===== config.mk =====
export PLATFORM = sky130hd
export DESIGN_NAME = alu_sin_deframer_flat
export DESIGN_NICKNAME = d
export VERILOG_FILES = /design/src/rtl/alu_sin_deframer_if.sv /design/src/rtl/alu_sin_deframer.sv /design/src/flat_wrapper.sv
export SDC_FILE = /design/constraint.sdc
export NUM_CORES = 1
export LEC_CHECK = 0
export CAP_MARGIN = 0
export CORE_MARGIN = 2
export CORE_UTILIZATION = 55
export CTS_CLUSTER_SIZE = 28
export DETAILED_ROUTE_END_ITERATION = 7
export PLACE_DENSITY = 0.75
export SLEW_MARGIN = 20
export SYNTH_ARGS = -nofsm -noshare
export SYNTH_HDL_FRONTEND = slang
export SYNTH_SLANG_ARGS = --single-unit

===== constraint.sdc =====
create_clock -name clk -period 6.9 [get_ports clk]
set_input_delay 0.69 -clock clk [delete_from_list [all_inputs] [get_ports clk]]
set_output_delay 0.69 -clock clk [all_outputs]
set_load 0.005 [all_outputs]

===== src/rtl/alu_sin_deframer_if.sv =====
// Output command bus of the sin deframer: one decoded ALU command per
// valid/ready transfer.
interface alu_sin_deframer_if;
  logic        out_valid;
  logic        out_ready;
  logic [31:0] out_a;
  logic [31:0] out_b;
  logic [2:0]  out_op;
  logic [2:0]  out_err;

  modport master (
    output out_valid, out_a, out_b, out_op, out_err,
    input  out_ready
  );

  modport slave (
    input  out_valid, out_a, out_b, out_op, out_err,
    output out_ready
  );
endinterface


===== src/rtl/alu_sin_deframer.sv =====
// Serial-input receiver: deserialises 11-bit frames, assembles a 9-frame
// {B, A, CTL} packet, checks CRC4/opcode and presents one command per packet.
module alu_sin_deframer (
  input  logic                       clk,
  input  logic                       rst_n,
  input  logic                       i_sin,
  alu_sin_deframer_if.master         o_cmd,
  output logic                       o_overrun
);

  typedef enum logic [1:0] {
    ST_IDLE = 2'd0,
    ST_TYPE = 2'd1,
    ST_DATA = 2'd2,
    ST_STOP = 2'd3
  } state_t;

  // CRC4, poly x^4+x+1, init 0, vector consumed MSB first
  function automatic logic [3:0] crc4_f(input logic [67:0] v);
    logic [3:0] c;
    logic       fb;
    c = 4'b0000;
    for (int i = 67; i >= 0; i--) begin
      fb = c[3] ^ v[i];
      c  = {c[2:0], 1'b0} ^ (fb ? 4'b0011 : 4'b0000);
    end
    return c;
  endfunction

  state_t      r_state;
  state_t      w_state_nxt;
  logic [2:0]  r_bitcnt;
  logic        r_type;
  logic [7:0]  r_shift;
  logic [3:0]  r_cnt;
  logic        r_corrupt;
  logic [31:0] r_a;
  logic [31:0] r_b;
  logic [7:0]  r_ctl;
  logic        r_pend;
  logic        r_p_cnt_ok;
  logic        r_p_corrupt;
  logic [1:0]  w_byte_sel;
  logic [3:0]  w_crc;
  logic [2:0]  w_err;
  logic        w_load;

  logic        r_out_valid;
  logic [31:0] r_out_a;
  logic [31:0] r_out_b;
  logic [2:0]  r_out_op;
  logic [2:0]  r_out_err;
  logic        r_overrun;

  assign w_byte_sel = 2'd3 - r_cnt[1:0];
  assign w_load     = r_pend && (!r_out_valid || o_cmd.out_ready);

  // frame FSM state register
  always_ff @(posedge clk or negedge rst_n) begin
    if (!rst_n) begin
      r_state <= ST_IDLE;
    end else begin
      r_state <= w_state_nxt;
    end
  end

  // frame FSM next-state logic
  always_comb begin
    w_state_nxt = r_state;
    case (r_state)
      ST_IDLE: begin
        if (!i_sin) w_state_nxt = ST_TYPE;
        else        w_state_nxt = ST_IDLE;
      end
      ST_TYPE: w_state_nxt = ST_DATA;
      ST_DATA: begin
        if (r_bitcnt == 3'd0) w_state_nxt = ST_STOP;
        else                  w_state_nxt = ST_DATA;
      end
      ST_STOP: w_state_nxt = ST_IDLE;
      default: w_state_nxt = ST_IDLE;
    endcase
  end

  // bit shifting, packet assembly and packet-close capture
  always_ff @(posedge clk or negedge rst_n) begin
    if (!rst_n) begin
      r_bitcnt    <= 3'd0;
      r_type      <= 1'b0;
      r_shift     <= 8'h00;
      r_cnt       <= 4'd0;
      r_corrupt   <= 1'b0;
      r_a         <= 32'h0000_0000;
      r_b         <= 32'h0000_0000;
      r_ctl       <= 8'h00;
      r_pend      <= 1'b0;
      r_p_cnt_ok  <= 1'b0;
      r_p_corrupt <= 1'b0;
    end else begin
      r_pend <= 1'b0;
      case (r_state)
        ST_TYPE: begin
          r_type   <= i_sin;
          r_bitcnt <= 3'd7;
        end
        ST_DATA: begin
          r_shift  <= {r_shift[6:0], i_sin};
          r_bitcnt <= r_bitcnt - 3'd1;
        end
        ST_STOP: begin
          if (!i_sin) begin
            r_corrupt <= 1'b1;
          end else if (!r_type) begin
            if (r_cnt < 4'd8) begin
              if (!r_cnt[2]) r_b[{w_byte_sel, 3'b000} +: 8] <= r_shift;
              else           r_a[{w_byte_sel, 3'b000} +: 8] <= r_shift;
              r_cnt <= r_cnt + 4'd1;
            end else begin
              r_corrupt <= 1'b1;
              r_cnt     <= 4'd9;
            end
          end else begin
            // close: snapshot packet status, free counters for the next packet
            r_pend      <= 1'b1;
            r_ctl       <= r_shift;
            r_p_cnt_ok  <= (r_cnt == 4'd8);
            r_p_corrupt <= r_corrupt;
            r_cnt       <= 4'd0;
            r_corrupt   <= 1'b0;
          end
        end
        default: begin
          r_bitcnt <= r_bitcnt;
        end
      endcase
    end
  end

  // error classification of the closed packet, highest priority first
  always_comb begin
    w_crc = crc4_f({r_b, r_a, 1'b1, r_ctl[6:4]});
    if (!r_p_cnt_ok || r_p_corrupt || r_ctl[7]) begin
      w_err = 3'b100;
    end else if (r_ctl[3:0] != w_crc) begin
      w_err = 3'b010;
    end else if (r_ctl[5]) begin
      w_err = 3'b001;
    end else begin
      w_err = 3'b000;
    end
  end

  // output register with valid/ready handshake and sticky overrun
  always_ff @(posedge clk or negedge rst_n) begin
    if (!rst_n) begin
      r_out_valid <= 1'b0;
      r_out_a     <= 32'h0000_0000;
      r_out_b     <= 32'h0000_0000;
      r_out_op    <= 3'b000;
      r_out_err   <= 3'b000;
      r_overrun   <= 1'b0;
    end else if (w_load) begin
      r_out_valid <= 1'b1;
      r_out_a     <= r_a;
      r_out_b     <= r_b;
      r_out_op    <= r_ctl[6:4];
      r_out_err   <= w_err;
    end else begin
      if (r_out_valid && o_cmd.out_ready) r_out_valid <= 1'b0;
      else                                r_out_valid <= r_out_valid;
      if (r_pend) r_overrun <= 1'b1;
      else        r_overrun <= r_overrun;
    end
  end

  assign o_cmd.out_valid = r_out_valid;
  assign o_cmd.out_a     = r_out_a;
  assign o_cmd.out_b     = r_out_b;
  assign o_cmd.out_op    = r_out_op;
  assign o_cmd.out_err   = r_out_err;
  assign o_overrun       = r_overrun;

endmodule


===== src/flat_wrapper.sv =====
// flat-port wrapper written by rule: the top's interface ports become plain ports
module alu_sin_deframer_flat 
  (clk, rst_n, i_sin, o_overrun, o_cmd_out_valid, o_cmd_out_a, o_cmd_out_b, o_cmd_out_op, o_cmd_out_err, o_cmd_out_ready);
  alu_sin_deframer_if o_cmd_i ();
  input  logic clk;
  input  logic rst_n;
  input  logic i_sin;
  output logic o_overrun;
  output wire logic [$bits(o_cmd_i.out_valid)-1:0] o_cmd_out_valid;
  output wire logic [$bits(o_cmd_i.out_a)-1:0] o_cmd_out_a;
  output wire logic [$bits(o_cmd_i.out_b)-1:0] o_cmd_out_b;
  output wire logic [$bits(o_cmd_i.out_op)-1:0] o_cmd_out_op;
  output wire logic [$bits(o_cmd_i.out_err)-1:0] o_cmd_out_err;
  input wire logic [$bits(o_cmd_i.out_ready)-1:0] o_cmd_out_ready;
  assign o_cmd_out_valid = o_cmd_i.out_valid;
  assign o_cmd_out_a = o_cmd_i.out_a;
  assign o_cmd_out_b = o_cmd_i.out_b;
  assign o_cmd_out_op = o_cmd_i.out_op;
  assign o_cmd_out_err = o_cmd_i.out_err;
  assign o_cmd_i.out_ready = o_cmd_out_ready;
  alu_sin_deframer u_core (.clk(clk), .rst_n(rst_n), .i_sin(i_sin), .o_cmd(o_cmd_i), .o_overrun(o_overrun));
endmodule

======== After elaboration in Yosys (flattened, before gate mapping) ========
Cells that the tools add are included.
W data, S select, Z words.
storage, ports and cells
  word-level logic and storage cells ...... 271
  output and inout bits ................... 72
  bits in registers ....................... 166
  input bits .............................. 4
operators by class
  equality and inequality tests ........... 6
  $lt $le $gt $ge ......................... 1
  bitwise logic cells ..................... 136
  shift-type cells ........................ 2
  add/sub/neg operators ................... 4
  reduce and logical (&&, ||, !) cells .... 17
  mux-type cells .......................... 87
operator list
  kind                      count
  $xor A4 B4 Y4             67
  $mux W2                   68
  $xor A1 B1 Y1             65
  $bwmux W32                2
  $shift A8 B7 Y32 const A  1
  $shiftx A8 B7 Y32         1
  $mux W1                   11
  $reduce_and A5 Y1         2
  $mux W4                   2
  $pmux W2 S4               1
  $neg A5 Y7                1
  $mux W3                   2
  $pmux W3 S2               1
  $reduce_and A2 Y1         3
  $add A4 B1 Y4 const B     1
  $eq A2 B2 Y1 const B      2
  $eq A4 B4 Y1 const B      1
  $lt A4 B4 Y1 const B      1
  $ne A4 B4 Y1              1
  $reduce_bool A2 Y1        2
  $logic_not A3 Y1          1
  $logic_or A1 B1 Y1        3
  $ne A3 B2 Y1 const B      1
  $not A1 Y1                3
  8 further kinds           10

======== Longest topological paths before layout ========
Gate-level depths: netlist of run 1.
  depth in word-level cells ............... 203
  depth in mapped cells ................... 9
  gate-level depth less buffers ........... 9

======== Worst setup path before layout of run 1 ========
Ideal clock, no wire load.
  path kind ............................... flip-flop to flip-flop
  start point ............................. reg u_core.r_b[30]
  end point ............................... reg u_core.r_out_err[0] (netlist: u_core.o_cmd.out_err[0])
  data required time ...................... 6834 ps
  stages on the path, launching flop included .. 10
  period minus slack after synthesis ...... 3328 ps
  path buffers ............................ 0
  library setup time ...................... 66 ps
  arrival ................................. 3262 ps
  slack ................................... 3572 ps
  cell sequence ........................... dfrtp_1 > xnor3_2 > xnor3_2 > xnor3_2 > xnor2_1 > xnor3_1 > xnor3_1 > or3_1 > a22oi_2 > a22o_1
on the way
  longest elaborated chain between the ends .. 115
  elaborated cells on any way between the ends .. 197
  classes of those cells .................. eq/ne: 1; mux: 66; bitwise: 130
RTL lines
  element                            line                     RTL
  from (decl)                        alu_sin_deframer.sv:38   logic [31:0] r_b;
  from (signal, indexed assignment)  alu_sin_deframer.sv:115  if (!r_cnt[2]) r_b[{w_byte_sel, 3'b000} +: 8] <= r_shift;
  $xor A1 B1 Y1 (*)                  alu_sin_deframer.sv:24   fb = c[3] ^ v[i];
  $mux W2 (*)                        alu_sin_deframer.sv:25   c = {c[2:0], 1'b0} ^ (fb ? 4'b0011 : 4'b0000);
  $xor A4 B4 Y4 (*) (3 in a row)     alu_sin_deframer.sv:25
  $xor A1 B1 Y1                      alu_sin_deframer.sv:24
  $mux W2                            alu_sin_deframer.sv:25
  $xor A4 B4 Y4 (*) (3 in a row)     alu_sin_deframer.sv:25
  $xor A1 B1 Y1                      alu_sin_deframer.sv:24
  $mux W2                            alu_sin_deframer.sv:25
  [93 not listed]                    -
  $mux W2                            alu_sin_deframer.sv:25
  $xor A4 B4 Y4 (*) (3 in a row)     alu_sin_deframer.sv:25
  $xor A1 B1 Y1                      alu_sin_deframer.sv:24
  $mux W2                            alu_sin_deframer.sv:25
  $xor A4 B4 Y4 (*)                  alu_sin_deframer.sv:25
  $ne A4 B4 Y1 (*)                   alu_sin_deframer.sv:144  end else if (r_ctl[3:0] != w_crc) begin
  $mux W3 (*)                        alu_sin_deframer.sv:144
  $mux W3 (*)                        alu_sin_deframer.sv:142  if (!r_p_cnt_ok || r_p_corrupt || r_ctl[7]) begin
  to (signal assigned)               alu_sin_deframer.sv:167  r_out_err <= w_err;
  to (decl)                          alu_sin_deframer.sv:52   logic [2:0] r_out_err;
Mark *: on every way between the ends. The rest lies on a longest branch, timed or not.
A chain may end at the register's enable or synchronous reset.

======== Worst setup path after layout of run 1 ========
  start point ............................. reg u_core.r_b[28]
  end point ............................... reg u_core.r_out_err[0] (netlist: u_core.o_cmd.out_err[0])
on the way
  longest elaborated chain between the ends .. 112
  elaborated cells on any way between the ends .. 191
  classes of those cells .................. eq/ne: 1; mux: 64; bitwise: 126
RTL lines
  element                                          line
  $xor A1 B1 Y1 (*)                                alu_sin_deframer.sv:24
  $mux W2 (*)                                      alu_sin_deframer.sv:25
  $xor A4 B4 Y4 (*) (3 in a row)                   alu_sin_deframer.sv:25
  $xor A1 B1 Y1                                    alu_sin_deframer.sv:24
  $mux W2                                          alu_sin_deframer.sv:25
  $xor A4 B4 Y4 (*) (3 in a row)                   alu_sin_deframer.sv:25
  $xor A1 B1 Y1                                    alu_sin_deframer.sv:24
  $mux W2                                          alu_sin_deframer.sv:25
  [89 not listed]                                  -
  $mux W2                                          alu_sin_deframer.sv:25
  $xor A4 B4 Y4 (*) (4 in a row)                   alu_sin_deframer.sv:25
  $xor A1 B1 Y1 / $mux W2 (equally long branches)  alu_sin_deframer.sv:24, alu_sin_deframer.sv:25
  $mux W2 / $xor A4 B4 Y4 (equally long branches)  alu_sin_deframer.sv:25
  $xor A4 B4 Y4 (*)                                alu_sin_deframer.sv:25
  $ne A4 B4 Y1 (*)                                 alu_sin_deframer.sv:144
  $mux W3 (*)                                      alu_sin_deframer.sv:144
  $mux W3 (*)                                      alu_sin_deframer.sv:142
Marks and branches as above.

==> run summary, run 1 <==
The antenna diode instance count came out at 0. The clock network fraction of total power came out at 0.211. The setup path with the least slack is of type reg -> reg.

The post-cts sizing count came out at 0. Of the post-synthesis cell area, the part taken by muxes is 0.125. The number of antenna violations at the first check in global routing was 0. The H-tree level count came out at 4. The number of flops mapped to enable cells by yosys is 0.

The power per cell area came out at 486 nW/um2. The first detailed-routing pass ran for 4 iterations. The register bit count reported by yosys is 166. The chip width came out at 121 um.

Timing would allow up to 0.273 GHz. At the end of routability-driven placement, the weighted congestion stood at 0.856. The data arrival time of the critical path came out at 4.02 ns. The library cell appearing most often on the critical path is sky130_fd_sc_hd__xnor3_1.

The first global-routing pass estimated 26,200 um of wire. The static leakage is 4.25 nW. The synthesized area divided by synthesized cell count is 12.6 um2. Measured in cells, the most critical reg-to-reg path has a length of 9. Hold is met by 0.334 ns. By count the netlist is led by sky130_fd_sc_hd__dfrtp_1, sky130_fd_sc_hd__nand2_1, sky130_fd_sc_hd__mux2_2.

The starting DRC count in detailed routing is 271. The critical path data required time is 7.26 ns. The quantity of hold-fixing buffers added after cts came out at 0. The floorplan die height is 121 um. The internal power of the cells totals 3.01 mW. Synthesis handed over a netlist of 601 instances. TritonCTS built the clock tree.

The final net count came out at 694. The wire length per cell after detailed routing came out at 18.6 um. The shortest clock period the worst path allows after layout came out at 3.66 ns. Of the cells placed in the final design, the portion with a size suffix greater than 1 is 0.181. The cell area after synthesis came out at 7570 um2.

At the later pin of the worst-skew pair, clock insertion delay measures 0.43 ns. The share of total power in sequential cells is 0.290. Across every metal layer, demand over resource in global routing totals 0.239. On the critical path, the stage with the largest delay is an instance of sky130_fd_sc_hd__xnor3_1.

The most used flip-flop cell after synthesis is sky130_fd_sc_hd__dfrtp_1. The setup violation total in the final timing report is 0. Of the total power, the share spent switching nets is 0.318.

The via count of the first global-routing pass came out at 4,954. The relative slew slack is 0.325. The startpoint identified for the worst register-to-register timing path is u_core.r_b[28]. The post-detailed-route via-to-cell ratio is 5.44. The maximum vdd drop came out at 0.535 mV.

The clock skew came out at 0.00763 ns. The area of all placed cells without fillers came out at 9080 um2. In the routed design, unresolved DRC markers number 0. The endpoint type of the worst setup path is a flop. The top-area cell type share of the netlist area came out at 0.549. The post-synthesis compound-gate area fraction came out at 0.0577. The routed design has 16,100 um of wire.

The maximum buffer depth of the clock tree is 2. The analysis attributes to net switching a power of 1.40 mW. The critical path startpoint is u_core.r_b[28]. The count of input and output buffers is 75.

The number of endpoints with negative hold slack in the final report came to 0. Once detail routing completed, the nets flagged for antenna violations numbered 0. For the pin with the worst max-slew slack, the measured transition is 1.01 ns.

The tightest min-delay check is of the in -> async type. Of the total synthesized cell area, the portion taken by AND, OR, NAND and NOR gates is 0.0765. The area added between synthesis and finish came out at 19.9%. The arithmetic-cell share of the synthesized area counting full adders, half adders and majority gates is 0.0165.

The number of sinks driven by the clock tree came out at 166. The core area came out at 13,300 um2. The initial cell density of the core is 0.567. The count of warnings emitted by yosys came out at 0. STA classifies the critical path startpoint as a flop. The buffer type at the clock tree root is sky130_fd_sc_hd__clkbuf_16. The share of the Yosys chip area taken by registers is 0.549. Walking the worst path, the cells encountered are xnor3_1 > xnor3_2 > xnor3_2 > xnor2_1 > xnor3_1 > xnor3_1 > or3_1 > a22oi_2 > a22o_1. The largest net degree at the start of global routing came out at 95. The relative contribution of combinational cells to total power is 0.499. Buffers added to address setup during post-CTS repair amount to 0. The total count of max-transition violations in the final report came out at 0. The final global-route overflow total came out at 0. By area, the combinational part of the netlist is dominated by XOR/XNOR gates.

The most frequently used cell type in the post-synthesis netlist is sky130_fd_sc_hd__dfrtp_1. The cell area reported after detailed placement is 8500 um2. The overall via count from detail_route is 4,717. The xor/xnor share of the synthesized area came out at 0.162. Summed over all failing endpoints, the final setup total negative slack is 0 ns. The portion of the clock cycle consumed by the worst path in the final layout is 0.530. The max-capacitance violation count came out at 0. The run finished with clean final reports. The proportion of synthesized flip-flops having asynchronous set or reset came out at 1.00.

The post-detailed-placement half-perimeter wirelength came out at 11,500 um. In the post-synthesis netlist, the biggest area contributors are sky130_fd_sc_hd__dfrtp_1, sky130_fd_sc_hd__mux2_2, sky130_fd_sc_hd__xnor3_1. Clock-pin slew was measured on the worst setup and hold paths at 0.06 ns. The maximum fanout along the worst path came out at 5.

76 I/O pins were placed. The post-synthesis net count is 615. The largest single stage delay on the critical path is 0.50 ns. The count of different cell masters after synthesis came out at 33. The number of placement rows came out at 42. Setup repair after global routing left no endpoint under its margin. The die footprint came out at 14,700 um2. sky130_fd_sc_hd__dfrtp_1 takes more of the synthesized area than any other cell. The number of buffers inserted during clock tree synthesis came out at 17.
## layout make-up
class	count	area, um2
Clock buffer	22	484
Clock inverter	8	98.8
Fill cell	958	4270
Inverter	10	37.5
Multi-Input combinational cell	408	3320
Sequential cell	166	4150
Tap cell	176	220
Timing Repair Buffer	77	767
## cells by family after synthesis
family,count (synthesis)
compound gates,82
xor+xnor,90
fa+ha+maj,10
buf+inv,27
flops,166
mux,84
simple gates,142
## placed cells by master, fill, tap and decap left out, types with 2 or more instances in the layout
| cell type | n |
|---|---|
| sky130_fd_sc_hd__dfrtp_1 | 166 |
| sky130_fd_sc_hd__nand2_1 | 114 |
| sky130_fd_sc_hd__mux2_2 | 84 |
| sky130_fd_sc_hd__clkdlybuf4s50_1 | 74 |
| sky130_fd_sc_hd__o21ai_0 | 70 |
| sky130_fd_sc_hd__xnor2_1 | 46 |
| sky130_fd_sc_hd__xnor3_1 | 25 |
| sky130_fd_sc_hd__clkbuf_16 | 17 |
| sky130_fd_sc_hd__xor2_1 | 11 |
| sky130_fd_sc_hd__inv_1 | 10 |
| sky130_fd_sc_hd__ha_1 | 10 |
| sky130_fd_sc_hd__nor2_1 | 7 |
| sky130_fd_sc_hd__nand3_1 | 7 |
| sky130_fd_sc_hd__clkbuf_8 | 4 |
| sky130_fd_sc_hd__a21oi_1 | 3 |
| sky130_fd_sc_hd__nor3_1 | 3 |
| sky130_fd_sc_hd__xnor3_2 | 3 |
| sky130_fd_sc_hd__clkinv_2 | 3 |
| sky130_fd_sc_hd__o21bai_1 | 2 |
| sky130_fd_sc_hd__nor3b_1 | 2 |
| sky130_fd_sc_hd__a22o_1 | 2 |
| sky130_fd_sc_hd__o21a_1 | 2 |
| sky130_fd_sc_hd__xor3_1 | 2 |
| sky130_fd_sc_hd__xnor2_2 | 2 |
| sky130_fd_sc_hd__or3_1 | 2 |
| sky130_fd_sc_hd__bufinv_16 | 2 |
| sky130_fd_sc_hd__clkinvlp_4 | 2 |
| sky130_fd_sc_hd__buf_4 | 2 |
## final timing paths
check,end,slack [ns]
max in group asynchronous,u_core.r_a[28],5.07
setup reg to reg,u_core.o_cmd.out_err[0],3.24
hold / removal,u_core.o_cmd.out_a[27],0.33
min in group clk,u_core.r_p_cnt_ok,0.46
hold reg to reg,u_core.r_p_cnt_ok,0.46
setup / recovery,u_core.o_cmd.out_err[0],3.24
## metrics by stage
stage          instances  setup slack (ns)   util  total power, mW
2_1_floorplan        601              3.57      -             3.07
3_3_place_gp         837              3.41  0.637             3.41
3_5_place_dp         837              3.27  0.637             3.47
4_1_cts              867              3.24  0.680             4.42
5_1_grt              867              3.08  0.680             4.66
6_report             867              3.24  0.680             4.41
## power groups by stage
stage          Sequential, mW  Clock (mW)  Combinational, mW
3_3_place_gp             1.28           0               2.13
6_report                 1.28       0.932               2.20
5_1_grt                  1.29       0.991               2.38
4_1_cts                  1.28       0.945               2.20
3_5_place_dp             1.29           0               2.18
2_1_floorplan            1.22           0               1.85
## worst max-delay path: cells and delay by family (launching register included)
kind                      cells  cell delay (ns)
xor gates and xnor gates      6             2.33
and+or+nand+nor               1             0.37
DFF                           1             0.46
AOI/OAI and AO/OA             2             0.40
## metal layers
| layer | global-route usage | vias to the layer above | wire length, um |
|---|---|---|---|
| met4 | 0.101 | 0 | 469 |
| met5 | 0 | - | 0 |
| li1 | - | 2203 | - |
| met1 | 0.322 | 2355 | 7110 |
| met2 | 0.378 | 125 | 7730 |
| met3 | 0.0512 | 34 | 790 |
## flip-flops by register name (all words and copies together), names as in the netlist, 2 cells and up
register,cells
u_core.o_cmd.out_b,32
u_core.r_b,32
u_core.r_cnt,4
u_core.o_cmd.out_op,3
u_core.o_cmd.out_a,32
u_core.r_state,2
u_core.o_cmd.out_err,3
u_core.r_bitcnt,3
u_core.r_shift,8
u_core.r_ctl,8
u_core.r_a,32
(Power assumes the default switching activity.)
==> inputs of run 2 (changes only) <==
clock period = 3.6 ns   (was 6.9 ns; I/O delays follow)
==> run 2 against run 1 <==
  * Utilization increased by 0.74 points
  * Count of clock-buffer cells in the layout is 2 lower
  * Critical path type unchanged
  * First-iteration DRC count shrank 6.3%
  * Sequential power increased by 91%
  * Design area is 1.1% higher
  * Power rose by 100%
  * Largest cell class unchanged
  * Via count about the same
  * Critical path depth did not move
  * Combinational power rose by 110%
  * Non-clock buffer count increased by 5
  * Cell count grew 0.81%
  * Hold slack gained 0.15 ns
  * Critical endpoint unchanged
==> run summary, run 2 (synthesized netlist as in run 1, its figures left out) <==
Outcome: finished, final reports clean (unchanged). The class of the most critical hold timing path is reg -> reg (was in -> async). The I/O pin total came out at 76 (unchanged). The transition at the pin with the smallest max-transition slack was 0.963 ns (was 1.01 ns).

The all-layer global routing usage came out at 0.241 (was 0.239). The clock slew seen by the registers of the worst setup and hold paths is 0.06 ns (about the same). The highest-utilization routing layer at the global route stage is met2 (unchanged). The detailed-route DRC error count is 0 (unchanged). The final global-route overflow total was 0 (unchanged).

The area added between synthesis and finish came to 21.2% (was 19.9%). The endpoint type of the worst setup path is a flop (unchanged). The post-detailed-route via-to-cell ratio is 5.40 (was 5.44). The TritonCTS clock tree is done (unchanged). The number of placed cells counting well taps came to 840 (was 837). The wire length of the first global-routing pass came out at 26,200 um (about the same). The pre-CTS setup slack came out at 0.0898 ns (was 3.27 ns). The data arrival time of the critical path is 3.78 ns (was 4.02 ns). The maximum vdd drop came out at 1.14 mV (was 0.535 mV). The initial cell density of the core was 0.567 (unchanged).

The critical path launch point type was a flop (unchanged). The critical path data required time is 3.96 ns (was 7.26 ns). The longest individual stage delay on the worst path came out at 0.48 ns (was 0.50 ns). The post-route worst setup slack is 0.182 ns (was 3.24 ns). The post-detailed-placement half-perimeter wirelength came out at 11,500 um (about the same). The power per cell area is 964 nW/um2 (was 486 nW/um2).

The count of filler cells inserted in the layout was 1,002 (was 958). The overall via count from detail_route is 4,721 (was 4,717). Most frequent cells in the layout: sky130_fd_sc_hd__dfrtp_1, sky130_fd_sc_hd__nand2_1, sky130_fd_sc_hd__mux2_2 (unchanged).

The antenna violation net count after detailed routing came out at 0 (unchanged). The number of endpoints with negative hold slack in the final report is 0 (unchanged). The number of optimization iterations in the first detailed-route pass came out at 4 (unchanged). The number of antenna violations at the first check in global routing is 0 (unchanged). The clock latency on the worst-skew pair came out at 0.42 ns (was 0.43 ns). The commonest non-fill, non-tap cell in the layout was sky130_fd_sc_hd__dfrtp_1 (unchanged). The static leakage came out at 4.29 nW (was 4.25 nW).

The met1 capacity usage during global routing was 0.318 (was 0.322). The via count of the first global-routing pass came out at 4,830 (was 4,954). The floorplan die height came out at 121 um (unchanged).

The wire length reported by the detailed router came out at 16,300 um (was 16,100 um). The library cell appearing most often on the critical path is sky130_fd_sc_hd__xnor3_2 (was sky130_fd_sc_hd__xnor3_1). The relative slew slack is 0.353 (was 0.325). The critical path's top delay family is XOR/XNOR gates (unchanged). The number of sinks driven by the clock tree came out at 166 (unchanged).

The number of placement rows came to 42 (unchanged). The maximum fanout along the worst path came out at 4 (was 5). The number of buffers inserted during clock tree synthesis is 17 (unchanged). The maximum buffer depth of the clock tree came out at 2 (unchanged). The total count of max-transition violations in the final report came out at 0 (unchanged).

The wire length per cell after detailed routing is 18.7 um (was 18.6 um). The starting DRC count in detailed routing is 254 (was 271). The routability congestion estimate from global placement was 0.917 (was 0.856). RSZ-0062 raised after global routing: false (unchanged). The portion of the clock cycle consumed by the worst path in the final layout came out at 0.949 (was 0.530). The accumulated negative setup slack came out at 0 ns (unchanged).

The met3 layer usage reported by global route is 0.0573 (was 0.0512). The H-tree level count is 4 (unchanged). The antenna diode instance count is 0 (unchanged). The number of buffer and inverter instances along the worst setup path came out at 0 (unchanged). The slowest cell on the critical path was sky130_fd_sc_hd__xnor3_2 (was sky130_fd_sc_hd__xnor3_1). The die footprint is 14,700 um2 (unchanged). The setup violation total in the final timing report came to 0 (unchanged).

The fmax is 0.293 GHz (was 0.273 GHz). The chip width is 121 um (unchanged). The count of input and output buffers came to 75 (unchanged). The met2 track demand over resource in global routing came out at 0.389 (was 0.378). The type of the worst setup path is reg -> reg (unchanged). The buffer type at the clock tree root is sky130_fd_sc_hd__clkbuf_16 (unchanged). The fraction of layout cells with a size suffix above 1 was 0.191 (was 0.181). The number of cells in the finished layout apart from fillers is 874 (was 867). The largest net degree at the start of global routing was 75 (was 95). The shortest clock period the worst path allows after layout is 3.42 ns (was 3.66 ns). The clock skew is 0.00721 ns (was 0.00763 ns). The max-capacitance violation count came out at 0 (unchanged).

The core area came out at 13,300 um2 (unchanged). The final net count came out at 699 (was 694). Critical-path cell list: xnor3_2 > xnor3_2 > xnor3_2 > xnor2_4 > xnor3_1 > xnor3_1 > or3_1 > a22oi_2 > a22o_1 (was xnor3_1 > xnor3_2 > xnor3_2 > xnor2_1 > xnor3_1 > xnor3_1 > or3_1 > a22oi_2 > a22o_1).
[run 2: changes by cell type in the layout (fill, tap and decap cells not counted), sizes merged]
cell / before / now
buf: 3 / 7
clkbuf: 22 / 20
clkinv: 4 / 5
clkinvlp: 2 / 4
dlygate4sd3: 0 / 1
bufinv: 2 / 3
[run 2: power by group]
part	switching, mW	internal, mW	leakage, nW	total [mW]
Sequential	0.337	2.11	2.25	2.45
Combinational	1.73	2.81	1.75	4.54
Clock	0.738	1.13	0.288	1.86
Total	2.81	6.04	4.29	8.85
[run 2: layout make-up]
class | count | area (um2) | area share
timing repair buffer | 82 | 820 | 0.0893
multi-input combinational | 408 | 3340 | 0.364
clock buffer | 20 | 457 | 0.0497
tap | 176 | 220 | 0.0240
clock inverter | 12 | 153 | 0.0166
sequential | 166 | 4160 | 0.453
inverter | 10 | 37.5 | 0.00409
[run 2: per-stage QoR]
step                      hold WS [ns]  instance area [um2]  power [mW]   util
final                            0.486                 9180        8.85  0.688
after global routing             0.502                 9180        9.38  0.688
after floorplan                 0.0644                 7570        5.88      -
after CTS                        0.487                 9150        8.54  0.686
after detailed placement         0.417                 8530        6.66  0.639
after global placement           0.423                 8530        6.53  0.639
[run 2: what timing repair did]
item	CTS	global route
hold buffers	1	0
endpoints found under the setup margin	0	2
hold endpoints to repair	72	0
resized for setup	0	3
buffers inserted	0	1
[run 2: routing by layer]
layer  routed length, um  up-vias
met3                 882       28
li1                    -     2221
met5                   0        -
met2                8170      140
met1                6850     2332
met4                 415        0
[run 2: tightest hold or removal path: stages, from the launching register on]
cell and delay (ns):
sky130_fd_sc_hd__dfrtp_1 0.35, sky130_fd_sc_hd__nand2_1 0.05, sky130_fd_sc_hd__o21ai_0 0.06
[run 2: path summary, 6_finish.rpt]
check	slack, ns	to	start	depth (start not counted)
worst min register to register	0.49	u_core.o_cmd.out_op[1]	u_core.o_cmd.out_op[1]	2
worst max register to register	0.18	u_core.o_cmd.out_err[0]	u_core.r_b[26]	9
min in group asynchronous	0.52	u_core.o_cmd.out_a[24]	rst_n	2
worst min-delay path	0.49	u_core.o_cmd.out_op[1]	u_core.o_cmd.out_op[1]	2
max in group asynchronous	2.19	u_core.r_cnt[1]	rst_n	3
worst max-delay path	0.18	u_core.o_cmd.out_err[0]	u_core.r_b[26]	9
==> inputs of run 3 (changes only) <==
==> constraint.sdc (replaced) <==
create_clock -name clk -period 3.6 [get_ports clk]
set_input_delay 0.9 -clock clk [delete_from_list [all_inputs] [get_ports clk]]
set_output_delay 0.9 -clock clk [all_outputs]
set_load 0.005 [all_outputs]
==> run 3 against run 2 <==
  * Flip-flop and latch count unchanged
  * Design area about the same
  * Count of clock-buffer cells in the layout decreased by 1
  * Maximum frequency decreased by 0.96%
  * Wire length increased by 0.97%
  * Sequential power about the same
==> run summary, run 3 (synthesized netlist as in run 1, its figures left out) <==
Outcome: finished, final reports clean (unchanged). The fmax is 0.290 GHz (was 0.293 GHz). The slack of the worst reg-to-reg path is 0.15 ns (was 0.18 ns). The class of the most critical hold timing path is reg -> reg (unchanged). The cell area reported after detailed placement is 8570 um2 (was 8530 um2). The via count of the first global-routing pass is 4,818 (was 4,830). The post-detailed-route via-to-cell ratio came out at 5.44 (was 5.40).

The post-CTS setup buffer count came out at 0 (unchanged). The power per cell area is 942 nW/um2 (was 964 nW/um2). The routability congestion estimate from global placement is 0.929 (was 0.917).

The slowest cell on the critical path is sky130_fd_sc_hd__xnor3_2 (unchanged). The critical path's top delay family is XOR/XNOR gates (unchanged). Critical-path cell list: xnor3_2 > xnor3_2 > xnor3_2 > xnor2_4 > xnor3_1 > xnor3_1 > or3_1 > a22oi_2 > a22o_1 (unchanged). The longest individual stage delay on the worst path came to 0.47 ns (was 0.48 ns). The capture endpoint of the worst hold path is u_core.r_p_cnt_ok (was u_core.o_cmd.out_op[1]). The detailed-route DRC error count came out at 0 (unchanged). The fraction of layout cells with a size suffix above 1 came out at 0.193 (was 0.191).

The floorplan die height is 121 um (unchanged). The data arrival time of the critical path came to 3.82 ns (was 3.78 ns). The accumulated negative setup slack came out at 0 ns (unchanged). The number of buffer and inverter instances along the worst setup path came out at 0 (unchanged). The number of buffers inserted during clock tree synthesis came to 17 (unchanged). The origin of the critical flop-to-flop path is u_core.r_b[30] (was u_core.r_b[26]). The buffer type at the clock tree root is sky130_fd_sc_hd__clkbuf_16 (unchanged). The endpoint of the worst-slack reg-to-reg timing path is u_core.o_cmd.out_err[0] (unchanged). The H-tree level count is 4 (unchanged). The switching share of total power came out at 0.319 (was 0.317). The share of total power in sequential cells came out at 0.283 (was 0.277). The clock network fraction of total power came out at 0.209 (was 0.211). The number of optimization iterations in the first detailed-route pass came out at 4 (unchanged). The clock latency on the worst-skew pair is 0.44 ns (was 0.42 ns). The total chip power came to 8.64 mW (was 8.85 mW).

The antenna diode instance count is 0 (unchanged). The wire length reported by the detailed router came to 16,500 um (was 16,300 um). The maximum vdd drop is 1.13 mV (was 1.14 mV). The relative contribution of combinational cells to total power came to 0.507 (was 0.513). The maximum buffer depth of the clock tree was 2 (unchanged).

The initial cell density of the core is 0.567 (unchanged). The area of all placed cells without fillers is 9170 um2 (was 9180 um2). The wire length per cell after detailed routing is 18.9 um (was 18.7 um).

The transition at the pin with the smallest max-transition slack came out at 1.02 ns (was 0.963 ns). Most frequent cells in the layout: sky130_fd_sc_hd__dfrtp_1, sky130_fd_sc_hd__nand2_1, sky130_fd_sc_hd__mux2_2 (unchanged). The count of cells along the worst register-to-register path is 9 (unchanged). The max-capacitance violation count was 0 (unchanged). The net switching power of the design was 2.76 mW (was 2.81 mW). The commonest non-fill, non-tap cell in the layout is sky130_fd_sc_hd__dfrtp_1 (unchanged). The critical path launch point type is a flop (unchanged). The all-layer global routing usage came out at 0.244 (was 0.241). The maximum fanout along the worst path came out at 4 (unchanged). The critical path data required time came out at 3.97 ns (was 3.96 ns). The type of the worst setup path is reg -> reg (unchanged).

The number of placement rows came to 42 (unchanged). The clock slew seen by the registers of the worst setup and hold paths came out at 0.06 ns (about the same). The number of sinks driven by the clock tree came out at 166 (unchanged).

The largest net degree at the start of global routing is 81 (was 75). The area added between synthesis and finish came to 21.1% (was 21.2%). RSZ-0062 raised after global routing: false (unchanged). The total count of max-transition violations in the final report came out at 0 (unchanged).

The portion of the clock cycle consumed by the worst path in the final layout was 0.959 (was 0.949). The starting DRC count in detailed routing was 288 (was 254). The library cell appearing most often on the critical path is sky130_fd_sc_hd__xnor3_2 (unchanged). The number of antenna violations at the first check in global routing came out at 0 (unchanged). The final global-route overflow total is 0 (unchanged).

The quantity of hold-fixing buffers added after cts came out at 0 (was 1). The final-layout worst hold slack came to 0.475 ns (was 0.486 ns). The clock skew is 0.00996 ns (was 0.00721 ns).

The source of the worst hold timing path is u_core.r_p_cnt_ok (was u_core.o_cmd.out_op[1]). The internal power is 5.89 mW (was 6.04 mW). The number of endpoints with negative hold slack in the final report came to 0 (unchanged).

The setup violation total in the final timing report is 0 (unchanged). The I/O pin total is 76 (unchanged). The endpoint type of the worst setup path is a flop (unchanged). The die footprint is 14,700 um2 (unchanged).

The chip width came out at 121 um (unchanged). The antenna violation net count after detailed routing came to 0 (unchanged). The core area came to 13,300 um2 (unchanged). The wire length of the first global-routing pass came out at 26,400 um (was 26,200 um). The static leakage was 4.29 nW (about the same). The TritonCTS clock tree is done (unchanged). The count of input and output buffers was 75 (unchanged). The shortest clock period the worst path allows after layout is 3.45 ns (was 3.42 ns). The number of stages on the worst hold path was 2 (unchanged). The post-detailed-placement half-perimeter wirelength is 11,600 um (was 11,500 um). The overall via count from detail_route is 4,744 (was 4,721). The relative slew slack came to 0.317 (was 0.353). The final net count is 700 (was 699).
run 3: cell count changes in the layout (fill, tap and decap cells not counted), sizes merged:
cell	delta
clkbuf	-1
buf	+2
clkinvlp	-1
dlygate4sd3	-1
clkinv	-1
run 3: area by class of cell:
| type | count | area [um2] |
|---|---|---|
| Inverter | 10 | 37.5 |
| Timing Repair Buffer | 83 | 837 |
| Clock buffer | 19 | 443 |
| Clock inverter | 10 | 133 |
| Sequential cell | 166 | 4160 |
| Multi-Input combinational cell | 408 | 3350 |
| Fill cell | 993 | 4180 |
| Tap cell | 176 | 220 |
run 3: power by group through the flow:
stage / clock network, mW / registers [mW] / logic, mW
4_1_cts: 1.83 / 2.44 / 4.22
3_5_place_dp: 0 / 2.47 / 4.18
2_1_floorplan: 0 / 2.33 / 3.55
3_3_place_gp: 0 / 2.45 / 4.11
6_report: 1.81 / 2.45 / 4.39
5_1_grt: 1.91 / 2.48 / 4.68
run 3: worst max path at each step:
stage / slack [ns] / endpoint / startpoint / cells past startpoint
finish: 0.15 / u_core.o_cmd.out_err[0] / u_core.r_b[30] / 9
global route: 0.02 / u_core.o_cmd.out_err[0] / u_core.r_b[30] / 9
CTS: 0.04 / u_core.o_cmd.out_err[0] / u_core.r_b[30] / 9
detailed placement: 0.07 / u_core.o_cmd.out_err[0] / u_core.r_b[30] / 9
global placement: 0.16 / u_core.o_cmd.out_err[0] / u_core.r_b[30] / 9
floorplan: 0.27 / u_core.o_cmd.out_err[0] / u_core.r_b[30] / 9
run 3: metrics by stage:
step           instances  setup slack, ns   util
6_report             872            0.149  0.687
5_1_grt              872           0.0161  0.687
4_1_cts              872           0.0421  0.685
3_5_place_dp         843           0.0678  0.642
3_3_place_gp         843            0.163  0.642
2_1_floorplan        601            0.272      -
run 3: timing repair:
action	in CTS	in global routing
resized for setup	0	5
hold endpoints to repair	0	0
setup endpoints to repair	0	2
run 3: metal layers:
layer,vias to the layer above,GRT usage,share of wire
met5,-,0,0
met4,0,0.0934,0.027
met3,33,0.0606,0.055
met2,138,0.378,0.48
met1,2354,0.335,0.44
li1,2219,-,-
run 3: worst min-delay path, cell delays in order (launching register included):
cell and delay [ns]:
sky130_fd_sc_hd__dfrtp_1 0.34, sky130_fd_sc_hd__nand2_1 0.05, sky130_fd_sc_hd__nand2_1 0.06
